`src/rtl/fair_light_ctrl.sv`:
```
// fair_light_ctrl
//   Round-robin traffic-light fairness controller for LANES lanes. Lanes are
//   served in circular order with a green budget of MAX_GREEN ticks, empty
//   lanes are skipped, and every green ends with YELLOW_TICKS of yellow.
//   Emergency requests preempt the current lane, and the interrupted lane is
//   served again afterwards. Mode 01 gives an emergency-only pass-through.
//
// Ports
//   clk        rising-edge clock
//   rst_n      asynchronous active-low reset
//   mode       00/11 off, 01 emergency-only, 10 normal
//   tick       timing strobe qualifying normal-mode transitions
//   emg        per-lane emergency request
//   queue_cnt  packed per-lane queue counts, lane i at [i*CNT_W +: CNT_W]
//   green      one-hot-or-zero green lamps (registered)
//   yellow     one-hot-or-zero yellow lamps (registered)
//   emg_ack    one-hot emergency lane being served (registered)
//   cur_lane   lane being served, or last served (registered)
//   phase      0 IDLE, 1 SCAN, 2 GREEN, 3 YELLOW, 4 EMERG, 5 EMG_ONLY
module fair_light_ctrl #(
  parameter int unsigned LANES        = 4,
  parameter int unsigned CNT_W        = 4,
  parameter int unsigned MAX_GREEN    = 5,
  parameter int unsigned YELLOW_TICKS = 2
) (
  input  logic                       clk,
  input  logic                       rst_n,
  input  logic [1:0]                 mode,
  input  logic                       tick,
  input  logic [LANES-1:0]           emg,
  input  logic [LANES*CNT_W-1:0]     queue_cnt,
  output logic [LANES-1:0]           green,
  output logic [LANES-1:0]           yellow,
  output logic [LANES-1:0]           emg_ack,
  output logic [$clog2(LANES)-1:0]   cur_lane,
  output logic [2:0]                 phase
);

  localparam int unsigned LW = $clog2(LANES);
  localparam int unsigned GW = $clog2(MAX_GREEN + 1);
  localparam int unsigned YW = $clog2(YELLOW_TICKS + 1);
  localparam logic [GW-1:0] GLAST    = GW'(MAX_GREEN - 1);
  localparam logic [YW-1:0] YLAST    = YW'(YELLOW_TICKS - 1);
  localparam logic [LW-1:0] LANE_TOP = LW'(LANES - 1);

  typedef enum logic [2:0] {
    S_IDLE     = 3'd0,
    S_SCAN     = 3'd1,
    S_GREEN    = 3'd2,
    S_YELLOW   = 3'd3,
    S_EMERG    = 3'd4,
    S_EMG_ONLY = 3'd5
  } state_t;

  state_t          state, state_n;
  logic [LW-1:0]   ptr, ptr_n;
  logic [GW-1:0]   gcnt, gcnt_n;
  logic [YW-1:0]   ycnt, ycnt_n;
  logic [LW-1:0]   elane, elane_n;
  logic            pend, pend_n;
  logic [LW-1:0]   cur_n;
  logic [LANES-1:0] green_n, yellow_n, ack_n;

  logic [CNT_W-1:0] cnt [LANES];
  logic             emg_any;
  logic [LW-1:0]    emg_low;
  logic             found;
  logic [LW-1:0]    scan_lane;
  logic [LW-1:0]    cand;
  int unsigned      idx;

  assign phase = state;

  // Per-lane counts, lowest requesting emergency lane, and the first
  // non-empty lane at or after ptr in circular order.
  always_comb begin
    for (int unsigned i = 0; i < LANES; i++) begin
      cnt[i] = queue_cnt[i*CNT_W +: CNT_W];
    end

    emg_any = 1'b0;
    emg_low = '0;
    for (int unsigned i = 0; i < LANES; i++) begin
      if (!emg_any && emg[i]) begin
        emg_any = 1'b1;
        emg_low = LW'(i);
      end
    end

    found     = 1'b0;
    scan_lane = ptr;
    cand      = '0;
    idx       = 0;
    for (int unsigned k = 0; k < LANES; k++) begin
      idx = 32'(ptr) + k;
      if (idx >= LANES) idx = idx - LANES;
      cand = LW'(idx);
      if (!found && cnt[cand] != '0) begin
        found     = 1'b1;
        scan_lane = cand;
      end
    end
  end

  // Next-state and next-output logic
  always_comb begin
    state_n = state;
    ptr_n   = ptr;
    gcnt_n  = gcnt;
    ycnt_n  = ycnt;
    elane_n = elane;
    pend_n  = pend;
    cur_n   = cur_lane;

    case (mode)
      2'b01: begin
        state_n = S_EMG_ONLY;
        if (emg_any) cur_n = emg_low;
      end
      2'b10: begin
        if (state == S_IDLE || state == S_EMG_ONLY) begin
          state_n = S_SCAN;
          ptr_n   = '0;
        end else if (tick) begin
          case (state)
            S_SCAN: begin
              if (emg_any) begin
                elane_n = emg_low;
                state_n = S_EMERG;
              end else if (found) begin
                cur_n   = scan_lane;
                gcnt_n  = '0;
                state_n = S_GREEN;
              end
            end
            S_GREEN: begin
              // The emergency target is always the lowest requesting lane;
              // only when that is the lane already green is yellow skipped.
              if (emg_any && emg_low == cur_lane) begin
                elane_n = emg_low;
                state_n = S_EMERG;
              end else if (emg_any) begin
                pend_n  = 1'b1;
                ptr_n   = cur_lane;
                elane_n = emg_low;
                ycnt_n  = '0;
                state_n = S_YELLOW;
              end else if (cnt[cur_lane] == '0 || gcnt == GLAST) begin
                ptr_n   = (cur_lane == LANE_TOP) ? '0 : cur_lane + 1'b1;
                ycnt_n  = '0;
                state_n = S_YELLOW;
              end else begin
                gcnt_n = gcnt + 1'b1;
              end
            end
            S_YELLOW: begin
              if (ycnt == YLAST) begin
                ycnt_n = '0;
                if (emg_any) elane_n = emg_low;
                state_n = (pend || emg_any) ? S_EMERG : S_SCAN;
              end else begin
                ycnt_n = ycnt + 1'b1;
              end
            end
            S_EMERG: begin
              if (!emg[elane]) begin
                pend_n  = 1'b0;
                cur_n   = elane;
                ycnt_n  = '0;
                state_n = S_YELLOW;
              end
            end
            default: ;
          endcase
        end
      end
      default: begin
        state_n = S_IDLE;
        ptr_n   = '0;
        gcnt_n  = '0;
        ycnt_n  = '0;
        elane_n = '0;
        pend_n  = 1'b0;
        cur_n   = '0;
      end
    endcase

    green_n  = '0;
    yellow_n = '0;
    ack_n    = '0;
    case (state_n)
      S_GREEN:  green_n[cur_n] = 1'b1;
      S_YELLOW: yellow_n[cur_n] = 1'b1;
      S_EMERG: begin
        green_n[elane_n] = 1'b1;
        ack_n[elane_n]   = 1'b1;
      end
      S_EMG_ONLY: begin
        if (emg_any) begin
          green_n[emg_low] = 1'b1;
          ack_n[emg_low]   = 1'b1;
        end
      end
      default: ;
    endcase
  end

  always_ff @(posedge clk or negedge rst_n) begin
    if (!rst_n) begin
      state    <= S_IDLE;
      ptr      <= '0;
      gcnt     <= '0;
      ycnt     <= '0;
      elane    <= '0;
      pend     <= 1'b0;
      cur_lane <= '0;
      green    <= '0;
      yellow   <= '0;
      emg_ack  <= '0;
    end else begin
      state    <= state_n;
      ptr      <= ptr_n;
      gcnt     <= gcnt_n;
      ycnt     <= ycnt_n;
      elane    <= elane_n;
      pend     <= pend_n;
      cur_lane <= cur_n;
      green    <= green_n;
      yellow   <= yellow_n;
      emg_ack  <= ack_n;
    end
  end

endmodule

```
`config.mk`:
```
export PLATFORM = sky130hd
export DESIGN_NAME = fair_light_ctrl
export DESIGN_NICKNAME = d
export VERILOG_FILES = /design/src/rtl/fair_light_ctrl.sv
export SDC_FILE = /design/constraint.sdc
export NUM_CORES = 1
export LEC_CHECK = 0
export CAP_MARGIN = 15
export CORE_ASPECT_RATIO = 1.25
export CORE_MARGIN = 2
export CORE_UTILIZATION = 54
export CTS_CLUSTER_DIAMETER = 80
export DETAILED_ROUTE_END_ITERATION = 7
export PLACE_DENSITY = 0.95
export SLEW_MARGIN = 30
export SYNTH_ARGS = -nofsm -noshare
export SYNTH_HDL_FRONTEND = slang
export SYNTH_SLANG_ARGS = --single-unit
```
`constraint.sdc`:
```
create_clock -name clk -period 3.5 [get_ports clk]
set_input_delay 0.7 -clock clk [delete_from_list [all_inputs] [get_ports clk]]
set_output_delay 0.7 -clock clk [all_outputs]
set_load 0.03 [all_outputs]
```
Yosys cells after proc, flatten, opt, wreduce, memory -nomap -nowiden
Index checks and enable logic that the tools add are counted.

operators by class
  $add $sub $neg = 10
  multipliers = 0
  div/mod/pow operators = 0
  order comparisons = 16
  equality and inequality tests = 32
  shifts and indexed selects = 0
  mux-type cells = 106
  bitwise gates (word level) = 6
  reductions and logical operators = 29

operator list
  cell                                                                    count
  2-bit 2-to-1 mux                                                        35
  3-bit 2-to-1 mux                                                        17
  4-bit 2-to-1 mux                                                        12
  4-bit binary-select mux with 2-bit select                               5
  3-bit inequality test (second input constant)                           9
  3-bit greater-or-equal comparator (second input constant)               8
  2-bit case mux with 2 select lines                                      5
  1-bit 2-to-1 mux                                                        18
  3-bit case mux with 2 select lines                                      3
  4-bit nonzero test                                                      4
  3-bit equality test (second input constant)                             5
  2-bit inverter with 3-bit output                                        5
  7-bit AND reduction                                                     2
  3-bit by 2-bit equality test with 1-bit output (second input constant)  4
  2-bit by 3-bit < comparator with 1-bit output (second input constant)   4
  2-bit case mux with 3 select lines                                      2
  3-bit case mux with 4 select lines                                      1
  4-bit case mux with 3 select lines                                      1
  1-bit logical AND                                                       10
  9-bit AND reduction                                                     1
  4-bit inequality test (second input constant)                           2
  4-bit case mux with 2 select lines                                      1
  2-bit by 1-bit subtractor with 2-bit output (second input constant)     4
  2-bit by 2-bit adder with 3-bit output (second input constant)          2
  other kinds (22)                                                        39

storage, ports and cells
  bits in registers = 27
  bits in latches = 0
  RAM bits = 0
  bits in read-only memories = 0
  input port bits = 25
  word-level logic and storage cells = 209
  memories kept = 0

Depth between registers and ports, before layout
  depth in word-level cells = 28
  mapped depth = 9
  mapped depth without buffers = 9

Worst setup path before layout
Ideal clock, no wire load.

  path type = input port to flip-flop
  start = input queue_cnt[8]
  end = register green[3]
  arrival = 2.743 ns
  slack = 0.675 ns
  stages on the path = 8
  path through = or4_1 -> clkbuf_1 -> nor4_4 -> a31o_2 -> o22ai_1 -> nor2_2 -> mux2_4 -> o22ai_1

between the ends
  longest elaborated chain between the ends = 25
  elaborated cells between the ends (all ways) = 59
  classes of those cells = order compare (2); eq/ne (3); mux (41); reduce/logical (13)

ends and longest elaborated chain
  element                                                                                                                                                     RTL line  text
  start: declaration                                                                                                                                          31        input logic [LANES*CNT_W-1:0] queue_cnt,
  4-bit binary-select mux with 2-bit select                                                                                                                   98        if (!found && cnt[cand] != '0) begin
  4-bit 2-to-1 mux (implied by the code) (2 in a row)                                                                                                         98
  4-bit nonzero test                                                                                                                                          98
  1-bit 2-to-1 mux                                                                                                                                            98
  1-bit logical NOT                                                                                                                                           98
  1-bit logical AND                                                                                                                                           98
  1-bit 2-to-1 mux                                                                                                                                            98
  1-bit logical NOT                                                                                                                                           98
  [... 9 more ...]                                                                                                                                            -
  2-bit 2-to-1 mux                                                                                                                                            121       if (state == S_IDLE || state == S_EMG_ONLY) begin
  2-bit case mux with 2 select lines                                                                                                                          115       case (mode)
  2-bit by 3-bit < comparator with 1-bit output (implied by the code) / 2-bit by 1-bit greater-or-equal comparator with 1-bit output (equally long branches)  192       S_GREEN: green_n[cur_n] = 1'b1;
  1-bit logical AND (implied by the code)                                                                                                                     192
  1-bit 2-to-1 mux (implied by the code)                                                                                                                      192
  1-bit demux with 2-bit select                                                                                                                               192
  4-bit case mux with 3 select lines *                                                                                                                        191       case (state_n)
  named net green_n[3]                                                                                                                                        62        logic [LANES-1:0] green_n, yellow_n, ack_n;
  end signal: assignment                                                                                                                                      228       green <= green_n;
  end: declaration                                                                                                                                            32        output logic [LANES-1:0] green,

The timed path passes the listed nets; every way through them passes the cells marked *. The select of a mux whose other input is x is not followed.
A chain may end at the register's enable or synchronous reset.

Worst setup path in the final report
  start = input emg[0]
  end = register green[1]

between the ends
  longest elaborated chain between the ends = 22
  elaborated cells between the ends (all ways) = 62
  classes of those cells = order compare (6); eq/ne (4); mux (41); reduce/logical (11)

ends and longest elaborated chain
  element                                                                                                                                                     RTL line  text
  start: declaration                                                                                                                                          30        input logic [LANES-1:0] emg,
  1-bit 2-to-1 mux                                                                                                                                            84        if (!emg_any && emg[i]) begin
  1-bit logical NOT                                                                                                                                           84
  1-bit logical AND                                                                                                                                           84
  1-bit 2-to-1 mux                                                                                                                                            84
  1-bit logical NOT                                                                                                                                           84
  1-bit logical AND                                                                                                                                           84
  1-bit 2-to-1 mux                                                                                                                                            84
  1-bit logical NOT                                                                                                                                           84
  [... 7 more ...]                                                                                                                                            -
  2-bit 2-to-1 mux                                                                                                                                            121
  2-bit case mux with 2 select lines                                                                                                                          115
  2-bit by 3-bit < comparator with 1-bit output (implied by the code) / 2-bit by 1-bit greater-or-equal comparator with 1-bit output (equally long branches)  195       green_n[elane_n] = 1'b1;
  1-bit logical AND (implied by the code)                                                                                                                     195
  1-bit 2-to-1 mux (implied by the code)                                                                                                                      195
  1-bit demux with 2-bit select                                                                                                                               195
  4-bit case mux with 3 select lines *                                                                                                                        191
  named net green_n[1]                                                                                                                                        62

Marked as above.

==> flow_metrics.py <==
metrics = {
    "critical_path": {
        "cpMostUsedCell": "a31oi_1",
        "worstSetupEndpoint": "green[1]$_DFF_PN0_",
        "path_class": "primary input to flop",
        "start_kind": "primary input",
        "crit_start": "emg[0]",
        "critPathCaptureType": "flop",
        "rr_worst_depth": 7,
        "cp.arrival_ns": 3.30,
        "worst-path-stages": 7,
        "r2r_end": "green[3]$_DFF_PN0_",
        "crit_fanout": 8,
        "r2r-start": "phase[2]$_DFF_PN0_",
        "rrSetupSlack_ns": 0.85,
        "cp_slowest_cell": "or4_2",
        "crit_required_ns": 3.70,
        "path_cells": "clkdlybuf4s50_1 > or4_2 > a32oi_1 > a31oi_1 > a31oi_1 > nand4_1 > o22ai_1",
        "critical-path-max-stage-delay_ns": 0.85,
        "crit_buf_inv": 1,
        "path_delay_family": "simple AND/OR/NAND/NOR gates",
    },
    "logic_synthesis": {
        "ys_top_cells_by_count": "dfrtp_1, nor2_1, nand2_1",
        "synth_compound_area_frac": 0.263,
        "synth-simple-area-share": 0.279,
        "yosys.area_share.adder": 0.0298,
        "synth_top_area_frac": 0.321,
        "ys_seq_area_frac": 0.321,
        "yosysUniqueCellTypes": 60,
        "synth_edf_count": 0,
        "synth-seq-cells": 27,
        "synth_nets": 287,
        "syn_area_um2": 2100,
        "async_reset_ff_frac": 1.00,
        "synth_top_area_cell": "dfrtp_1",
        "synth_top_family_by_area": "simple AND/OR/NAND/NOR gates",
        "netlist_instances": 257,
        "yosysWarningCount": 0,
        "synth_top_flop_cell": "dfrtp_1",
        "synth.area.top_cells": "dfrtp_1, nor2_1, nand2_1",
        "synthMuxAreaShare": 0.0440,
        "synthXorXnorAreaFrac": 0.00417,
        "syn_area_per_cell_um2": 8.18,
    },
    "clocking": {
        "cts_tree": "yes",
        "postCtsSetupBuffers": 0,
        "h-tree-depth": 1,
        "clkTransAtPathRegs_ns": 0.10,
        "cts_resized": 0,
        "cts_buffer_depth": 2,
        "ctsHoldBuffers": 0,
        "numCtsBuffers": 3,
        "clk-insertion-delay-late_ns": 0.28,
        "clkSinkCount": 27,
        "cts-root-buf": "clkbuf_8",
    },
    "outcome": {
        "outcome": "finished, final reports clean",
    },
    "final_layout": {
        "finalNonFillerCells": 336,
        "n_antenna_cell": 0,
        "syn2layout_area_growth_pct": 24.2,
        "final_nets": 327,
        "drive_gt1_frac": 0.101,
    },
    "detailed_routing": {
        "drt_iter0_markers": 233,
        "via_per_inst": 6.53,
        "ant_nets": 0,
        "drt_pass1_iterations": 5,
        "vias": 2195,
        "drc": 0,
        "drt_wl_total_mm": 5.92,
        "avgRoutedWirePerCell_um": 17.6,
    },
    "die": {
        "dieArea_um2": 4410,
        "die_w_um": 59.8,
        "start_util": 0.560,
        "rows": 25,
        "chipHeight_um": 73.8,
        "pin_count": 42,
        "core_area_um2": 3750,
    },
    "power_and_ir_drop": {
        "power_density_nw_per_um2": 268,
        "leakagePower_nw": 1.04,
        "vdd_drop_max_mv": 0.168,
    },
    "sta": {
        "setup_violations": 0,
        "relSlewSlack": 0.646,
        "fin_crit_sh": 0.885,
        "final_max_slew_viol_count": 0,
        "skew_ns": 0.00878,
        "fin_tns_setup_ns": 0,
        "min_period_ns": 3.10,
        "grt_setup_unrepaired": "no",
        "worst_slew_pin_slew_ns": 0.531,
        "hold_viol_final": 0,
        "fmax_mhz": 323,
    },
    "placement": {
        "dp_hpwl_mm": 4.45,
        "place_congestion": 1.02,
        "placed_cells": 332,
        "io_buffers": 41,
    },
    "grt": {
        "grt_pass1_wl_mm": 9.74,
        "gr-usage-all-layers": 0.290,
        "grt_pass1_vias": 2002,
        "grt_max_degree": 28,
        "grt_overflow_total": 0,
        "antenna_found_initial": 0,
    },
    "flow_run": {
        "max_cap_viol_count": 0,
    },
    "hold_path": {
        "hold_class": "flop to flop",
    },
}
-- per-stage QoR --
stage	hold WS (ns)	utilization	setup WS, ns	cell area, µm²	total power [mW]
global route	0.557	0.696	0.210	2610	0.730
floorplan	0.404	-	0.675	2100	0.438
finish	0.515	0.696	0.403	2610	0.700
detailed placement	0.493	0.683	0.148	2560	0.512
CTS	0.517	0.696	0.440	2610	0.703
global placement	0.487	0.683	0.200	2560	0.508
-- flip-flops by register name, summed over array words and instances (netlist names) --
name and count:
phase 3, cur_lane 2, emg_ack 4, gcnt 3, green 4, yellow 4, ptr 2, pend 1
elane 2, ycnt 2
-- final cells by class --
| type | instances | area [µm²] |
|---|---|---|
| timing repair buffer | 50 | 478 |
| clock inverter | 1 | 7.51 |
| tap | 40 | 50.0 |
| multi-input combinational | 200 | 1300 |
| fill | 302 | 1140 |
| sequential | 27 | 676 |
| inverter | 15 | 56.3 |
| clock buffer | 3 | 41.3 |
-- power breakdown --
part | internal (mW) | leakage, nW | switching [mW] | total, mW
registers | 0.316 | 0.375 | 0.0115 | 0.328
clock network | 0.0811 | 0.0217 | 0.108 | 0.189
logic | 0.0784 | 0.639 | 0.105 | 0.183
-- logic make-up after synthesis --
kind of cell	Yosys count
AOI/OAI and AO/OA	80
buffers and inverters	30
DFF	27
adders and majority gates	5
and+or+nand+nor	107
muxes	7
xor gates and xnor gates	1
-- per-layer routing --
layer | routed length, µm | up-vias | GRT usage | share of wire
met3 | 505 | 34 | 0.0423 | 0.085
met4 | 231 | 0 | 0.101 | 0.039
met5 | 0 | - | 0 | 0
met2 | 2780 | 142 | 0.460 | 0.47
met1 | 2410 | 982 | 0.399 | 0.41
li1 | - | 1037 | - | -
-- placed cells by master (no fill, tap or decap), types with 3 or more instances in the layout --
master and count:
nand2_1 24, mux2i_1 4, nor4_1 6, and3_1 3, o31ai_1 3, buf_4 9
a31oi_1 7, nand3_1 6, ha_1 5, dfrtp_1 27, clkdlybuf4s50_1 41, nor2_1 27
inv_1 15, nor3_1 7, o211ai_1 3, a221oi_1 3, o21ai_0 17, clkbuf_8 3
o22ai_1 7, nand2b_1 10, or4_1 4, a21oi_1 15
-- worst min-delay path by stage --
stage | depth (start not counted) | from | end | slack [ns]
after CTS | 1 | gcnt[2]$_DFFE_PN0P_ | gcnt[2]$_DFFE_PN0P_ | 0.52
after detailed placement | 1 | gcnt[2]$_DFFE_PN0P_ | gcnt[2]$_DFFE_PN0P_ | 0.49
after global placement | 1 | gcnt[2]$_DFFE_PN0P_ | gcnt[2]$_DFFE_PN0P_ | 0.49
after floorplan | 0 | rst_n | cur_lane[0]$_DFF_PN0_ | 0.40
final | 1 | gcnt[2]$_DFFE_PN0P_ | gcnt[2]$_DFFE_PN0P_ | 0.51
after global routing | 1 | gcnt[2]$_DFFE_PN0P_ | gcnt[2]$_DFFE_PN0P_ | 0.56
No activity file was read; power rests on OpenSTA's default activity.
